## config.mk

```make
export PLATFORM = sky130hd
export DESIGN_NAME = rf_wb_arbiter
export DESIGN_NICKNAME = d
export VERILOG_FILES = /design/src/rtl/rf_wb_arbiter.sv
export SDC_FILE = /design/constraint.sdc
export NUM_CORES = 1
export LEC_CHECK = 0
export BUFFER_PORTS_ARGS = -buffer_cell sky130_fd_sc_hd__buf_2
export CAP_MARGIN = 15
export CORE_UTILIZATION = 57
export CTS_CLUSTER_DIAMETER = 40
export DETAILED_ROUTE_END_ITERATION = 10
export HOLD_SLACK_MARGIN = 0.1
export PLACE_DENSITY = 0.95
export SLEW_MARGIN = 0
export SYNTH_ARGS = -nofsm -noshare
export SYNTH_HDL_FRONTEND = slang
export SYNTH_SLANG_ARGS = --single-unit
```

## constraint.sdc

```tcl
create_clock -name clk -period 6.6 [get_ports clk]
set_input_delay 0.33 -clock clk [delete_from_list [all_inputs] [get_ports clk]]
set_output_delay 0.33 -clock clk [all_outputs]
set_load 0.01 [all_outputs]
```

## src/rtl/rf_wb_arbiter.sv

```systemverilog
// Register-file writeback arbiter: round-robin EXU/LSU onto the single RF write
// port through a one-cycle output register, plus a per-register pending scoreboard.

module rf_wb_sb_cell (
  input  logic clk,
  input  logic rst_n,
  input  logic set,
  input  logic clr,
  output logic busy
);
  always_ff @(posedge clk) begin
    if (!rst_n)   busy <= 1'b0;
    else if (set) busy <= 1'b1;
    else if (clr) busy <= 1'b0;
  end
endmodule

module rf_wb_arbiter #(
  parameter int AWIDTH = 5,
  parameter int DWIDTH = 32
) (
  input  logic              clk,
  input  logic              rst_n,
  input  logic              alloc_valid,
  input  logic [AWIDTH-1:0] alloc_rd,
  output logic              alloc_ready,
  input  logic [AWIDTH-1:0] raddr1,
  input  logic [AWIDTH-1:0] raddr2,
  output logic              busy1,
  output logic              busy2,
  input  logic              exu_valid,
  input  logic [AWIDTH-1:0] exu_rd,
  input  logic [DWIDTH-1:0] exu_data,
  output logic              exu_ready,
  input  logic              lsu_valid,
  input  logic [AWIDTH-1:0] lsu_rd,
  input  logic [DWIDTH-1:0] lsu_data,
  output logic              lsu_ready,
  output logic              rf_wen,
  output logic [AWIDTH-1:0] rf_waddr,
  output logic [DWIDTH-1:0] rf_wdata,
  output logic [AWIDTH:0]   pend_cnt,
  output logic              wb_err
);
  localparam int NREG = 1 << AWIDTH;

  typedef struct packed {
    logic [AWIDTH-1:0] rd;
    logic [DWIDTH-1:0] data;
  } wb_req_t;

  wb_req_t          exu_req, lsu_req, win_req;
  logic             exu_gnt, lsu_gnt, gnt, wr_fire;
  logic             last_grant;
  logic             alloc_fire, clr_hit;
  logic [NREG-1:0]  busy;

  assign exu_req = {exu_rd, exu_data};
  assign lsu_req = {lsu_rd, lsu_data};

  // Under contention the source that did not win last time goes first.
  assign exu_gnt = rst_n & exu_valid & (~lsu_valid | last_grant);
  assign lsu_gnt = rst_n & lsu_valid & (~exu_valid | ~last_grant);
  assign gnt     = exu_gnt | lsu_gnt;
  assign win_req = lsu_gnt ? lsu_req : exu_req;
  assign wr_fire = gnt & (|win_req.rd);

  assign exu_ready = exu_gnt;
  assign lsu_ready = lsu_gnt;

  // Re-allocating a pending register stalls issue until its write lands.
  assign alloc_ready = rst_n & ((alloc_rd == '0) | ~busy[alloc_rd]);
  assign alloc_fire  = alloc_valid & alloc_ready & (|alloc_rd);
  assign clr_hit     = rf_wen & busy[rf_waddr];

  assign busy1 = busy[raddr1];
  assign busy2 = busy[raddr2];

  for (genvar i = 0; i < NREG; i++) begin : g_sb
    if (i == 0) begin : g_x0
      assign busy[i] = 1'b0;
    end else begin : g_reg
      logic set_i, clr_i;
      assign set_i = alloc_fire & (alloc_rd == AWIDTH'(i));
      assign clr_i = rf_wen & (rf_waddr == AWIDTH'(i));
      rf_wb_sb_cell u_cell (
        .clk   (clk),
        .rst_n (rst_n),
        .set   (set_i),
        .clr   (clr_i),
        .busy  (busy[i])
      );
    end
  end

  always_ff @(posedge clk) begin
    if (!rst_n) begin
      rf_wen     <= 1'b0;
      rf_waddr   <= '0;
      rf_wdata   <= '0;
      pend_cnt   <= '0;
      wb_err     <= 1'b0;
      last_grant <= 1'b1;
    end else begin
      rf_wen <= wr_fire;
      if (gnt) begin
        rf_waddr   <= win_req.rd;
        rf_wdata   <= win_req.data;
        last_grant <= lsu_gnt;
        if (wr_fire && !busy[win_req.rd]) wb_err <= 1'b1;
      end
      // Set and clear never target the same index, so they cancel exactly.
      case ({alloc_fire, clr_hit})
        2'b10:   pend_cnt <= pend_cnt + (AWIDTH+1)'(1);
        2'b01:   pend_cnt <= pend_cnt - (AWIDTH+1)'(1);
        default: pend_cnt <= pend_cnt;
      endcase
    end
  end
endmodule

```

==> results.txt, run 1 <==
The total power after layout came out at ~1.0 mW. The routability-driven placement congestion ratio came out at between 0.9 and 1. In this run the power spent charging and discharging nets is around 0.32 mW. The detailed router placed between 5k and 6k vias in this run. The initial utilization of the core area, before any placement, comes to 0.591. The combinational share of power came out at 0.195. The synthesized net count is approximately 660.

Pin placement for this block handled ~140 I/O pins. Once detail routing completed, the nets flagged for antenna violations numbered 0. The area overhead of the layout relative to synthesis is 17.7%. The fraction of power spent switching nets is 0.312. TritonCTS built the clock tree. The H-tree was split into 3 levels. The actual slew at the worst max-slew pin came out at about 1.0 ns. From bottom edge to top edge, the die measures roughly 95 um. The final count of pins violating max slew was 0.

The total routing usage reported by global routing is 0.351. The mean instance size in the synthesized netlist came out at 8.74 um2. The minimum setup slack in the final design came out at between 2 and 3 ns. The total negative setup slack is 0 ns. The number of standard cells after synthesis is 558. Leaving out fill and tap cells, the most frequent cells in the layout are buf_2 (143), nand2_1 (105), dfxtp_1 (77).

The worst voltage drop across the vdd grid is approximately 0.00012 V. The DRC violation total after the first TritonRoute iteration came out at between 500 and 600. The sum of routed wire length over all layers came out at approximately 15 mm. Setup violations remaining at the end of the flow were counted as 0. Gates resized during post-CTS repair numbered 0.

The detailed placer's ending HPWL is between 10 and 15 mm. The library cell used most frequently in the layout, excluding fill and tap cells, is buf_2. For this run, design rule violations remaining after detail routing come to 0. The most used flip-flop cell after synthesis is dfxtp_1. The first-pass GRT wire length is ~24 mm. The buffer depth of the longest clock path is 2. The kind of critical path is reg2reg.

The run finished with clean final reports. STA classifies the critical path startpoint as a register. Max-cap violations in this run came to 0. The internal power is between 0.7 and 0.8 mW. After synthesis the netlist holds a flip-flop and latch count of 77. The area of the die is 0.00893 mm2.

Summed over all cells, the static leakage comes to approximately 2.3 nW. Of the available clock period, the critical path in the final layout requires 0.602. Clock-pin slew was measured on the worst setup and hold paths at 0.09 ns. OpenSTA, run right after detailed placement, puts the worst setup slack at between 2 and 2.5 ns. The signal arrival time at the worst endpoint is about 4.3 ns.

The tree is rooted in a clkbuf_8. The synthesized netlist contains 56 unique library cells. The pin count of the biggest net entering global routing came out at 73. The length in cells of the worst reg-to-reg path is 13. The kind of end point of the critical path is a register. The highest fanout seen on the critical path came out at 14.

The core area is just over 0.008 mm2. The number of setup buffers added after CTS is 0. The layout net count is 774.

The path class of the tightest hold or removal check is in2reg. In this run the core area contains 33 standard-cell rows. The total CTS buffers is 9. After synthesis the cells add up to 0.00488 mm2. The count of flip-flops with a built-in enable after synthesis came out at 0. The part of the Yosys area used for sequential elements came out at 0.316.

The quantity of I/O buffers inserted on ports is 143. The number of global-route vias before repair is about 4.9k. The via density per instance came out at approximately 6.5.

The clock tree skew after final layout came out at 0.00955 ns. The number of detailed-routing iterations run before antenna repair came out at 6. The worst path needs 3.98 ns of the cycle, external delays included. Setup repair after global routing left no endpoint under its margin. The horizontal die dimension came out at about 95 um. The overall overflow remaining after global route came out at 0. The antenna diode count came out at 0. The wire length per cell came out at 19.7 um.

The share of synthesized flip-flops with an asynchronous set or reset is 0. CTS saw 77 sinks. The number of antenna violations at the first check in global routing is 0. The clock latency reported for the late side of the worst-skew pair is approximately 0.35 ns.

In this run the power density over the cells is between 150 and 200 mW/mm2. The number of synthesis warnings came out at 0. The worst hold path depth came out at 3.

For the worst setup path, the data required time is between 6 and 7 ns. The sequential cell fraction of total power came out at 0.498. The layout cell share with drive strength beyond 1 is 0.311.

The number of endpoints with negative hold slack in the final report came out at 0. The count of hold buffers inserted by post-cts repair is 0. The part of the total power dissipated in the clock network came out at 0.306.

The relative slew slack came out at 0.297. The timing-limited maximum frequency came out at between 0.2 and 0.3 GHz.
-- worst paths after layout --
check,slack [ns],to,startpoint
hold reg to reg,0.48,rf_wdata[17],rf_wdata[17]
hold / removal,0.23,rf_wdata[12],exu_data[12]
setup / recovery,2.62,pend_cnt[5],rf_waddr[0]
setup reg to reg,2.62,pend_cnt[5],rf_waddr[0]
-- state kept, by name (all words and copies together), names as in the netlist --
signal and cells:
g_sb.g_reg.u_cell.busy 31, rf_waddr 5, wb_err 1, rf_wen 1
last_grant 1, pend_cnt 6, rf_wdata 32
-- through the flow --
stage | utilization | cell area, um2 | hold WS (ns) | instances
5_1_grt | 0.695 | 5740 | 0.217 | 784
2_1_floorplan | - | 4880 | 0.473 | 558
3_5_place_dp | 0.675 | 5570 | 0.470 | 768
6_report | 0.695 | 5740 | 0.234 | 784
4_1_cts | 0.695 | 5740 | 0.220 | 784
3_3_place_gp | 0.675 | 5570 | 0.466 | 768
-- Yosys cell counts, types with 3 or more instances --
cell | number | area (um2)
mux4_1 | 7 | 184
nand2b_1 | 11 | 68.8
dfxtp_1 | 77 | 1540
a211oi_1 | 5 | 37.5
mux4_2 | 29 | 653
a311oi_1 | 34 | 298
mux2i_1 | 12 | 120
nor2_1 | 70 | 263
inv_1 | 5 | 18.8
xor2_1 | 3 | 26.3
a22o_1 | 3 | 26.3
buf_1 | 8 | 30.0
a21oi_1 | 27 | 135
and2_1 | 5 | 31.3
a22oi_1 | 15 | 113
mux2_2 | 11 | 124
a211o_1 | 3 | 26.3
nor2b_1 | 3 | 18.8
ha_1 | 5 | 62.6
o21ai_0 | 27 | 135
o311a_1 | 4 | 40.0
buf_2 | 6 | 30.0
nand3_1 | 13 | 65.1
nand2_1 | 105 | 394
clkbuf_1 | 23 | 86.3
nor3_1 | 5 | 25.0
o211ai_1 | 3 | 22.5
-- worst max-delay path, stage by stage (launching register included) --
cell and delay (ns):
dfxtp_1 0.70, mux4_2 0.57, mux4_2 0.49, nand2b_1 0.16, o211a_1 0.14, ha_1 0.30, ha_1 0.31, a21o_1 0.19
a21oi_1 0.24, o21bai_1 0.09, a21oi_1 0.17, xor2_1 0.09, or3_1 0.32, a21oi_1 0.14
-- area by class of cell --
| class | count | area (um2) |
|---|---|---|
| multi-input cells | 432 | 3130 |
| fillers | 653 | 2520 |
| flip-flops and latches | 77 | 1540 |
| repair buffers | 146 | 738 |
| clock buffers | 11 | 131 |
| well taps | 105 | 131 |
| clock inverters | 5 | 36.3 |
| inverters | 8 | 30.0 |
-- routing by layer --
layer	GRT usage	vias to the layer above	wire length, um
met5	0	-	0
met4	0.159	0	457
met3	0.0886	51	1830
met2	0.582	380	7440
met1	0.432	2364	5680
li1	-	2302	-
-- cells by family (layout without fill, tap and decap cells) --
logic type | Yosys count | after routing | synth area share
mux | 60 | 60 | 0.224
flops | 77 | 77 | 0.316
simple gates | 230 | 230 | 0.205
buf+inv | 49 | 170 | 0.0421
fa+ha+maj | 6 | 6 | 0.0169
xor+xnor | 5 | 5 | 0.00898
compound gates | 131 | 131 | 0.187
-- power groups by stage --
stage	logic, mW	clock network [mW]	registers, mW
final	0.202	0.316	0.515
after global routing	0.217	0.342	0.517
after CTS	0.199	0.320	0.513
after detailed placement	0.198	0	0.524
after global placement	0.193	0	0.523
after floorplan	0.116	0	0.524
Power figures use the tool's default switching activity.
==> inputs of run 2 (changes only) <==
--- a/config.mk
+++ b/config.mk
@@ -5,13 +5,14 @@
 export SDC_FILE = /design/constraint.sdc
 export NUM_CORES = 1
 export LEC_CHECK = 0
+export ABC_AREA = 1
 export BUFFER_PORTS_ARGS = -buffer_cell sky130_fd_sc_hd__buf_2
 export CAP_MARGIN = 15
-export CORE_UTILIZATION = 57
+export CORE_UTILIZATION = 53
 export CTS_CLUSTER_DIAMETER = 40
 export DETAILED_ROUTE_END_ITERATION = 10
 export HOLD_SLACK_MARGIN = 0.1
-export PLACE_DENSITY = 0.95
+export PLACE_DENSITY = 0.9
 export SLEW_MARGIN = 0
 export SYNTH_ARGS = -nofsm -noshare
 export SYNTH_HDL_FRONTEND = slang
==> constraint.sdc (replaced) <==
create_clock -name clk -period 3.75 [get_ports clk]
set_input_delay 0.1875 -clock clk [delete_from_list [all_inputs] [get_ports clk]]
set_output_delay 0.1875 -clock clk [all_outputs]
set_load 0.01 [all_outputs]
==> run 2 against run 1 <==
  * Sequential power increased by 76%
  * Area after synthesis increased by 4.2%
  * Register-to-register slack got worse by 2.1 ns
  * Flip-flop and latch count unchanged
  * Non-clock buffer count increased by 67
  * Design area increased by 15%
  * Sequential share of layout area decreased by 3.5 points
  * Setup slack got worse by 2.2 ns
  * Clock skew increased by 0.016 ns
  * First-iteration DRC count increased by 88%
  * Critical path type is now in2reg
  * Highest routed layer unchanged
==> results.txt, run 2 <==
The actual slew at the worst max-slew pin came to 1.06 ns (was 1.04 ns). The number of different library cells in the post-synthesis netlist came out at 35 (was 56). The leakage power of the design came to 3.04 nW (was 2.35 nW). RSZ-0062 raised after global routing: no (unchanged). The share of the clock period used by the worst path after layout is 0.881. The length in cells of the worst reg-to-reg path came out at 17 (was 13). The DRC violation total after the first TritonRoute iteration was 947 (was 504). The number of endpoints with negative hold slack in the final report came out at 0 (unchanged). The wire length per cell is 18.6 um (was 19.7 um). The endpoint of the most critical register-to-register path is pend_cnt[5] (unchanged).

The register clock-pin slew on the reported worst setup and hold paths is 0.09 ns (about the same). The signal arrival time at the worst endpoint came out at 3.61 ns (was 4.26 ns). The required time at the worst-slack endpoint is 4.06 ns (was 6.88 ns).

The layout net count is 1,105 (was 774). The minimum setup slack in the final design is 0.446 ns (was 2.62 ns). The number of primary I/O pins came out at 144 (unchanged). The core area came to 0.00928 mm2 (was 0.00826 mm2). The number of standard-cell rows in the floorplan is 35 (was 33). The startpoint of the most critical hold path is exu_data[29] (was exu_data[12]). The first-pass GRT wire length is 32.1 mm (was 23.8 mm). The number of max-capacitance violations reported is 0 (unchanged). The cell area power density is 316 mW/mm2 (was 180 mW/mm2). The number of global-route vias before repair was 6,215 (was 4,901). The endpoint of the worst hold-timing path is rf_wdata[29] (was rf_wdata[12]). The synthesized area came out at 0.00508 mm2 (was 0.00488 mm2). The number of sinks handled by clock tree synthesis is 77 (unchanged).

The number of synthesis warnings is 0 (unchanged). Cell types with the largest area share after synthesis: dfxtp_1 (30%), nand2_1 (16%), o21ai_0 (9.0%) (was dfxtp_1 (32%), mux4_2 (13%), nand2_1 (8.1%)). The number of detailed-routing iterations run before antenna repair came to 8 (was 6). The element type at the critical path start is an input pin (was register). The total number of vias came to 6,928 (was 5,097).

The most frequent standard cell in the layout excluding fill and tap cells was nand2_1 (was buf_2). The timing startpoint of the critical path is exu_valid (was rf_waddr[0]). The total negative setup slack is 0 ns (unchanged).

The vertical die dimension came to 99.9 um (was 94.5 um). The cell count after placement is 1,059 (was 768). The cell with the most instances after synthesis is nand2_1 (unchanged). The worst voltage drop across the vdd grid is 0.000304 V (was 0.000116 V). The pin count of the biggest net entering global routing came out at 55 (was 73). Status: finished clean (unchanged). The via density per instance came to 6.08 (was 6.50).

The clock tree skew after final layout was 0.0257 ns (was 0.00955 ns). The count of filler cells inserted in the layout came out at 755 (was 653). Cell types with the highest counts after synthesis: nand2_1 (220), o21ai_0 (91), nor2_1 (78) (was nand2_1 (105), dfxtp_1 (77), nor2_1 (70)). The part of the Yosys area used for sequential elements was 0.303 (was 0.316). The total routing usage reported by global routing came out at 0.418 (was 0.351).

The clock latency reported for the late side of the worst-skew pair is 0.38 ns (was 0.35 ns). The register-to-register setup slack is 0.55 ns (was 2.62 ns). The kind of critical path is in2reg (was reg2reg). The highest fanout seen on the critical path is 54 (was 14). The number of standard cells after synthesis is 825 (was 558). The overall overflow remaining after global route is 0 (unchanged). The remaining design rule violation count is 0 (unchanged). The area overhead of the layout relative to synthesis is 30.1% (was 17.7%).

The final critical path time including I/O delays and setup is around 3.3 ns. The worst hold path depth came out at 3 (unchanged). Derived from the worst setup path, the maximum achievable clock frequency is between 0.3 and 0.4 GHz. The count of flip-flops with a built-in enable after synthesis came out at 0 (unchanged).

The routability-driven placement congestion ratio came out at 1.02 (was 0.982). The final count of pins violating max slew came out at 0 (unchanged). The buffer depth of the longest clock path came to 2 (unchanged). The total CTS buffers is 9 (unchanged). The number of buffers added for setup after CTS came out at 0 (unchanged).

The CTS root buffer is clkbuf_8 (unchanged). The horizontal die dimension came to 99.9 um (was 94.5 um). The flip-flop count of the largest register after layout is 32 (unchanged). The number of failing setup endpoints in the final timing report is 0 (unchanged).

The synthesized net count is 925 (was 658). The final cell count without fillers came out at 1,139 (was 784). The area of the die came out at 0.00998 mm2 (was 0.00893 mm2). The number of antenna violations at the first check in global routing was 0 (unchanged). The leading register cell type out of synthesis is dfxtp_1 (unchanged). The kind of end point of the critical path is a register (unchanged). The antenna violation net count after detailed routing was 0 (unchanged). The sum of routed wire length over all layers is 21.2 mm (was 15.4 mm). The path category of the worst min-delay check is in2reg (unchanged). The synthesis-stage register bit count is 77 (unchanged).

The top register by number of flip-flops is rf_wdata (unchanged). The effective utilization at floorplan came out at 0.547 (was 0.591). The quantity of I/O buffers inserted on ports is 143 (unchanged). The critical register-to-register path startpoint was rf_waddr[0] (unchanged). The detailed placer's ending HPWL came out at 12.4 mm (was 11.2 mm). The clock tree from TritonCTS was done (unchanged). The relative slew slack came out at 0.288 (was 0.297). The mean instance size in the synthesized netlist is 6.16 um2 (was 8.74 um2). The layout cell share with drive strength beyond 1 is 0.177 (was 0.311). Most frequent cells in the layout: nand2_1 (219), buf_2 (143), o21ai_0 (91) (was buf_2 (143), nand2_1 (105), dfxtp_1 (77)). The H-tree depth is 3 (unchanged). Top Registers: rf_wdata: 32 flops, g_sb.g_reg.u_cell.busy: 31 flops, pend_cnt: 6 flops (unchanged).

The share of synthesized flip-flops with an asynchronous set or reset came to 0 (unchanged). The pre-CTS worst setup slack is 0.643 ns (was 2.48 ns). The area share of the largest cell type after synthesis came to 0.303 (was 0.316).

The library cell with the largest summed area after synthesis is dfxtp_1 (unchanged). The antenna diode count came out at 0 (unchanged).
run 2: cell count changes after synthesis, sizes merged, moves of 13 or more:
| cell | change |
|---|---|
| a21oi | +46 |
| a311oi | -34 |
| a31oi | +34 |
| inv | +66 |
| mux2i | -13 |
| mux4 | -36 |
| nand2 | +119 |
| nand3 | +37 |
| nand4 | +29 |
| o21ai | +66 |
run 2: per-stage QoR:
stage / hold slack (ns) / power, mW / util / area [um2]
floorplan: 0.317 / 1.19 / - / 5080
global placement: 0.433 / 1.35 / 0.623 / 5780
detailed placement: 0.439 / 1.35 / 0.623 / 5780
CTS: 0.101 / 2.03 / 0.712 / 6610
global route: 0.135 / 2.16 / 0.712 / 6610
finish: 0.127 / 2.09 / 0.712 / 6610
run 2: final cells by class:
type	instances	area (um2)	share of cell area
multi-input combinational	630	3040	0.460
sequential	77	1540	0.233
timing repair buffer	213	1400	0.212
inverter	74	278	0.0420
tap	129	161	0.0244
clock buffer	9	124	0.0187
clock inverter	7	63.8	0.00965
run 2: how the worst max path moves through the flow:
stage	slack, ns	cells past startpoint	to
6_report	0.45	9	rf_wdata[17]
5_1_grt	0.25	17	pend_cnt[5]
4_1_cts	0.63	17	pend_cnt[5]
3_5_place_dp	0.64	17	pend_cnt[5]
3_3_place_gp	0.70	17	pend_cnt[5]
2_1_floorplan	0.91	16	pend_cnt[5]
run 2: power by group:
| group | internal [mW] | leakage (nW) | switching [mW] |
|---|---|---|---|
| Sequential | 0.865 | 0.631 | 0.0395 |
| Clock | 0.256 | 0.0903 | 0.378 |
| Combinational | 0.214 | 2.32 | 0.335 |
| Total | 1.33 | 3.04 | 0.752 |
run 2: repair_timing:
| item | 4_1_cts | 5_1_grt |
|---|---|---|
| hold endpoints to repair | 33 | 0 |
| gates resized for setup | 0 | 0 |
| hold buffers | 64 | 0 |
run 2: critical path, cell delays in order:
cell and delay [ns]:
dlygate4sd3_1 0.54, buf_2 0.14, nand2_1 0.21, nand2_4 0.34
nand2_2 0.79, buf_4 0.38, o21ai_0 0.16, a31oi_1 0.26
dlygate4sd3_1 0.58
run 2: cell families (layout without fill, tap and decap cells):
kind of cell,Yosys count,in the layout,synth area share
DFF,77,77,0.303
buffers and inverters,118,303,0.0982
adders and majority gates,6,6,0.0163
and+or+nand+nor,387,387,0.321
AOI/OAI and AO/OA,231,231,0.251
xor gates and xnor gates,6,6,0.0103
run 2: layer usage:
layer | share of wire | track usage | wire length (um)
met5 | 0 | 0 | 0
met1 | 0.36 | 0.520 | 7660
met3 | 0.12 | 0.0794 | 2640
met4 | 0.068 | 0.273 | 1440
met2 | 0.44 | 0.661 | 9410
==> inputs of run 3 (changes only) <==
--- a/config.mk
+++ b/config.mk
@@ -8,11 +8,11 @@
 export ABC_AREA = 1
 export BUFFER_PORTS_ARGS = -buffer_cell sky130_fd_sc_hd__buf_2
 export CAP_MARGIN = 15
-export CORE_UTILIZATION = 53
+export CORE_UTILIZATION = 57
 export CTS_CLUSTER_DIAMETER = 40
 export DETAILED_ROUTE_END_ITERATION = 10
 export HOLD_SLACK_MARGIN = 0.1
-export PLACE_DENSITY = 0.9
+export PLACE_DENSITY = 0.95
 export SLEW_MARGIN = 0
 export SYNTH_ARGS = -nofsm -noshare
 export SYNTH_HDL_FRONTEND = slang
==> constraint.sdc (replaced) <==
create_clock -name clk -period 4.1 [get_ports clk]
set_input_delay 0.205 -clock clk [delete_from_list [all_inputs] [get_ports clk]]
set_output_delay 0.205 -clock clk [all_outputs]
set_load 0.01 [all_outputs]
==> run 3 against run 2 <==
  * Register-to-register slack improved by 0.38 ns
  * Setup slack improved by 0.48 ns
  * Combinational power decreased by 25%
  * Global-route usage decreased by 4.3 points
  * Die area decreased by 6.9%
  * Final cell count decreased by 7.5%
  * Clock power increased by 6.6%
  * Via count decreased by 8.9%
  * Critical path type is now reg2reg
==> results.txt, run 3 (synthesis results as in run 2) <==
The via density per instance came to 5.99 (was 6.08). The pre-CTS worst setup slack is 1.03 ns (was 0.643 ns). The clock latency reported for the late side of the worst-skew pair is 0.36 ns (was 0.38 ns). The number of primary I/O pins came out at 144 (unchanged). The detailed placer's ending HPWL came out at 12.3 mm (was 12.4 mm). The leakage power of the design is 2.74 nW (was 3.04 nW). The clock tree from TritonCTS is done (unchanged). The required time at the worst-slack endpoint is 4.39 ns (was 4.06 ns). Status: finished clean (unchanged).

The signal arrival time at the worst endpoint is 3.47 ns (was 3.61 ns). The most frequent standard cell in the layout excluding fill and tap cells is nand2_1 (unchanged). Top Registers: rf_wdata: 32 flops, g_sb.g_reg.u_cell.busy: 31 flops, pend_cnt: 6 flops (unchanged). The area of the die was 0.00930 mm2 (was 0.00998 mm2). The overall overflow remaining after global route came out at 0 (unchanged). The count of instances resized after the clock tree is built came out at 0 (unchanged). The minimum setup slack in the final design was 0.925 ns (was 0.446 ns). The horizontal die dimension is 96.4 um (was 99.9 um). The CTS root buffer is clkbuf_8 (unchanged). The highest fanout seen on the critical path is 7 (was 54).

The total number of vias is 6,310 (was 6,928). The antenna violation net count after detailed routing came out at 0 (unchanged). The worst voltage drop across the vdd grid came out at 0.000377 V (was 0.000304 V).

The number of antenna violations at the first check in global routing came out at 0 (unchanged). The buffer depth of the longest clock path is 2 (unchanged). The DRC violation total after the first TritonRoute iteration came out at 848 (was 947).

The top register by number of flip-flops is rf_wdata (unchanged). The vertical die dimension is 96.4 um (was 99.9 um). The timing-limited maximum frequency is about 0.31 GHz.

The number of detailed-routing iterations run before antenna repair is 6 (was 8). The actual slew at the worst max-slew pin is 1.03 ns (was 1.06 ns). The core area came out at 0.00868 mm2 (was 0.00928 mm2). The number of endpoints with negative hold slack in the final report is 0 (unchanged). The routability-driven placement congestion ratio is 1.02 (about the same). The kind of critical path is reg2reg (was in2reg). The pin count of the biggest net entering global routing came out at 46 (was 55). Dividing the final minimum period by the clock period gives 0.774. The H-tree depth is 3 (unchanged). Most frequent cells in the layout: nand2_1 (219), buf_2 (143), o21ai_0 (91) (unchanged). The total negative setup slack is 0 ns (unchanged). The total routing usage reported by global routing came out at 0.375 (was 0.418). The layout cell share with drive strength beyond 1 came out at 0.188 (was 0.177). The final critical path time including I/O delays and setup came out at 3.17 ns.

The sum of routed wire length over all layers came out at 17.4 mm (was 21.2 mm). The effective utilization at floorplan is 0.585 (was 0.547). The flip-flop count of the largest register after layout is 32 (unchanged). The number of global-route vias before repair came out at 5,324 (was 6,215). The cell area power density came out at 319 mW/mm2 (was 316 mW/mm2). The layout net count is 1,041 (was 1,105). The quantity of I/O buffers inserted on ports came out at 143 (unchanged). The final count of pins violating max slew is 0 (unchanged).

The element type at the critical path start is a register (was input pin). The number of standard-cell rows in the floorplan is 34 (was 35). The remaining design rule violation count came out at 0 (unchanged).

The number of failing setup endpoints in the final timing report is 0 (unchanged). The area used by multi-input combinational logic is 0.00304 mm2 (unchanged). The clock tree skew after final layout was 0.0120 ns (was 0.0257 ns). The area overhead of the layout relative to synthesis came out at 17.9% (was 30.1%). The total CTS buffers is 9 (unchanged).

The wire length per cell is 16.6 um (was 18.6 um). The path category of the worst min-delay check is in2reg (unchanged). The storage element area was 0.00154 mm2 (unchanged).

The register clock-pin slew on the reported worst setup and hold paths is 0.09 ns (about the same). The kind of end point of the critical path is a register (unchanged). The antenna diode count is 0 (unchanged).

The count of filler cells inserted in the layout is 795 (was 755). The number of sinks handled by clock tree synthesis is 77 (unchanged). The number of max-capacitance violations reported is 0 (unchanged). The first-pass GRT wire length is 26.4 mm (was 32.1 mm). RSZ-0062 raised after global routing: no (unchanged).

The relative slew slack is 0.309 (was 0.288).
## run 3: cell count changes in the layout (fill, tap and decap cells not counted), sizes merged
cell         delta
clkbuf          +1
inv             -2
buf             -1
dlygate4sd3    -63
bufinv          +2
clkinv          -1
## run 3: worst paths after layout
check	slack, ns	cells after the start	end	from
worst max-delay path	0.93	17	pend_cnt[5]	rf_waddr[0]
worst min-delay path	0.10	3	rf_wdata[12]	exu_data[12]
worst max register to register	0.93	17	pend_cnt[5]	rf_waddr[0]
worst min register to register	0.45	2	wb_err	wb_err
## run 3: layout make-up
cell class | instances | share of cell area
clock buffer | 10 | 0.0230
clock inverter | 6 | 0.0155
inverter | 74 | 0.0464
multi-input combinational | 630 | 0.508
sequential | 77 | 0.257
tap | 108 | 0.0226
timing repair buffer | 149 | 0.127
## run 3: timing repair
item / 4_1_cts / 5_1_grt
hold buffers: 1 / 0
buffers inserted: 0 / 0
setup endpoints to repair: 0 / 0
endpoints found under the hold margin: 1 / 0
## run 3: metal layers
metal	track usage	vias up	share of wire
met3	0.104	60	0.13
met4	0.170	0	0.036
li1	-	3030	-
met5	0	-	0
met1	0.485	2786	0.38
met2	0.582	434	0.45
## run 3: report_power, final
group / leakage, nW / switching [mW] / internal [mW]
Clock: 0.110 / 0.311 / 0.364
Sequential: 0.631 / 0.0312 / 0.791
Combinational: 2.00 / 0.270 / 0.142
Total: 2.74 / 0.613 / 1.30
## run 3: through the flow
| step | cell area [um2] | hold WS (ns) | total power [mW] | std cells | util |
|---|---|---|---|---|---|
| floorplan | 5080 | 0.334 | 1.09 | 825 | - |
| global placement | 5750 | 0.437 | 1.23 | 1037 | 0.663 |
| detailed placement | 5750 | 0.438 | 1.24 | 1037 | 0.663 |
| CTS | 5990 | 0.100 | 1.90 | 1054 | 0.690 |
| global route | 5990 | 0.105 | 1.99 | 1054 | 0.690 |
| finish | 5990 | 0.101 | 1.91 | 1054 | 0.690 |
## run 3: critical path, stage by stage, from the launching register on
cell,delay (ns)
dfxtp_1,0.40
inv_1,0.07
nor2_1,0.39
inv_1,0.20
o22ai_1,0.14
o21ai_0,0.10
nand2_1,0.06
o21ai_0,0.08
nand2_1,0.13
ha_1,0.31
ha_1,0.34
a21oi_1,0.15
nand2_1,0.09
a21o_1,0.16
a21oi_1,0.15
xor2_1,0.15
nand2_1,0.06
a21oi_1,0.10
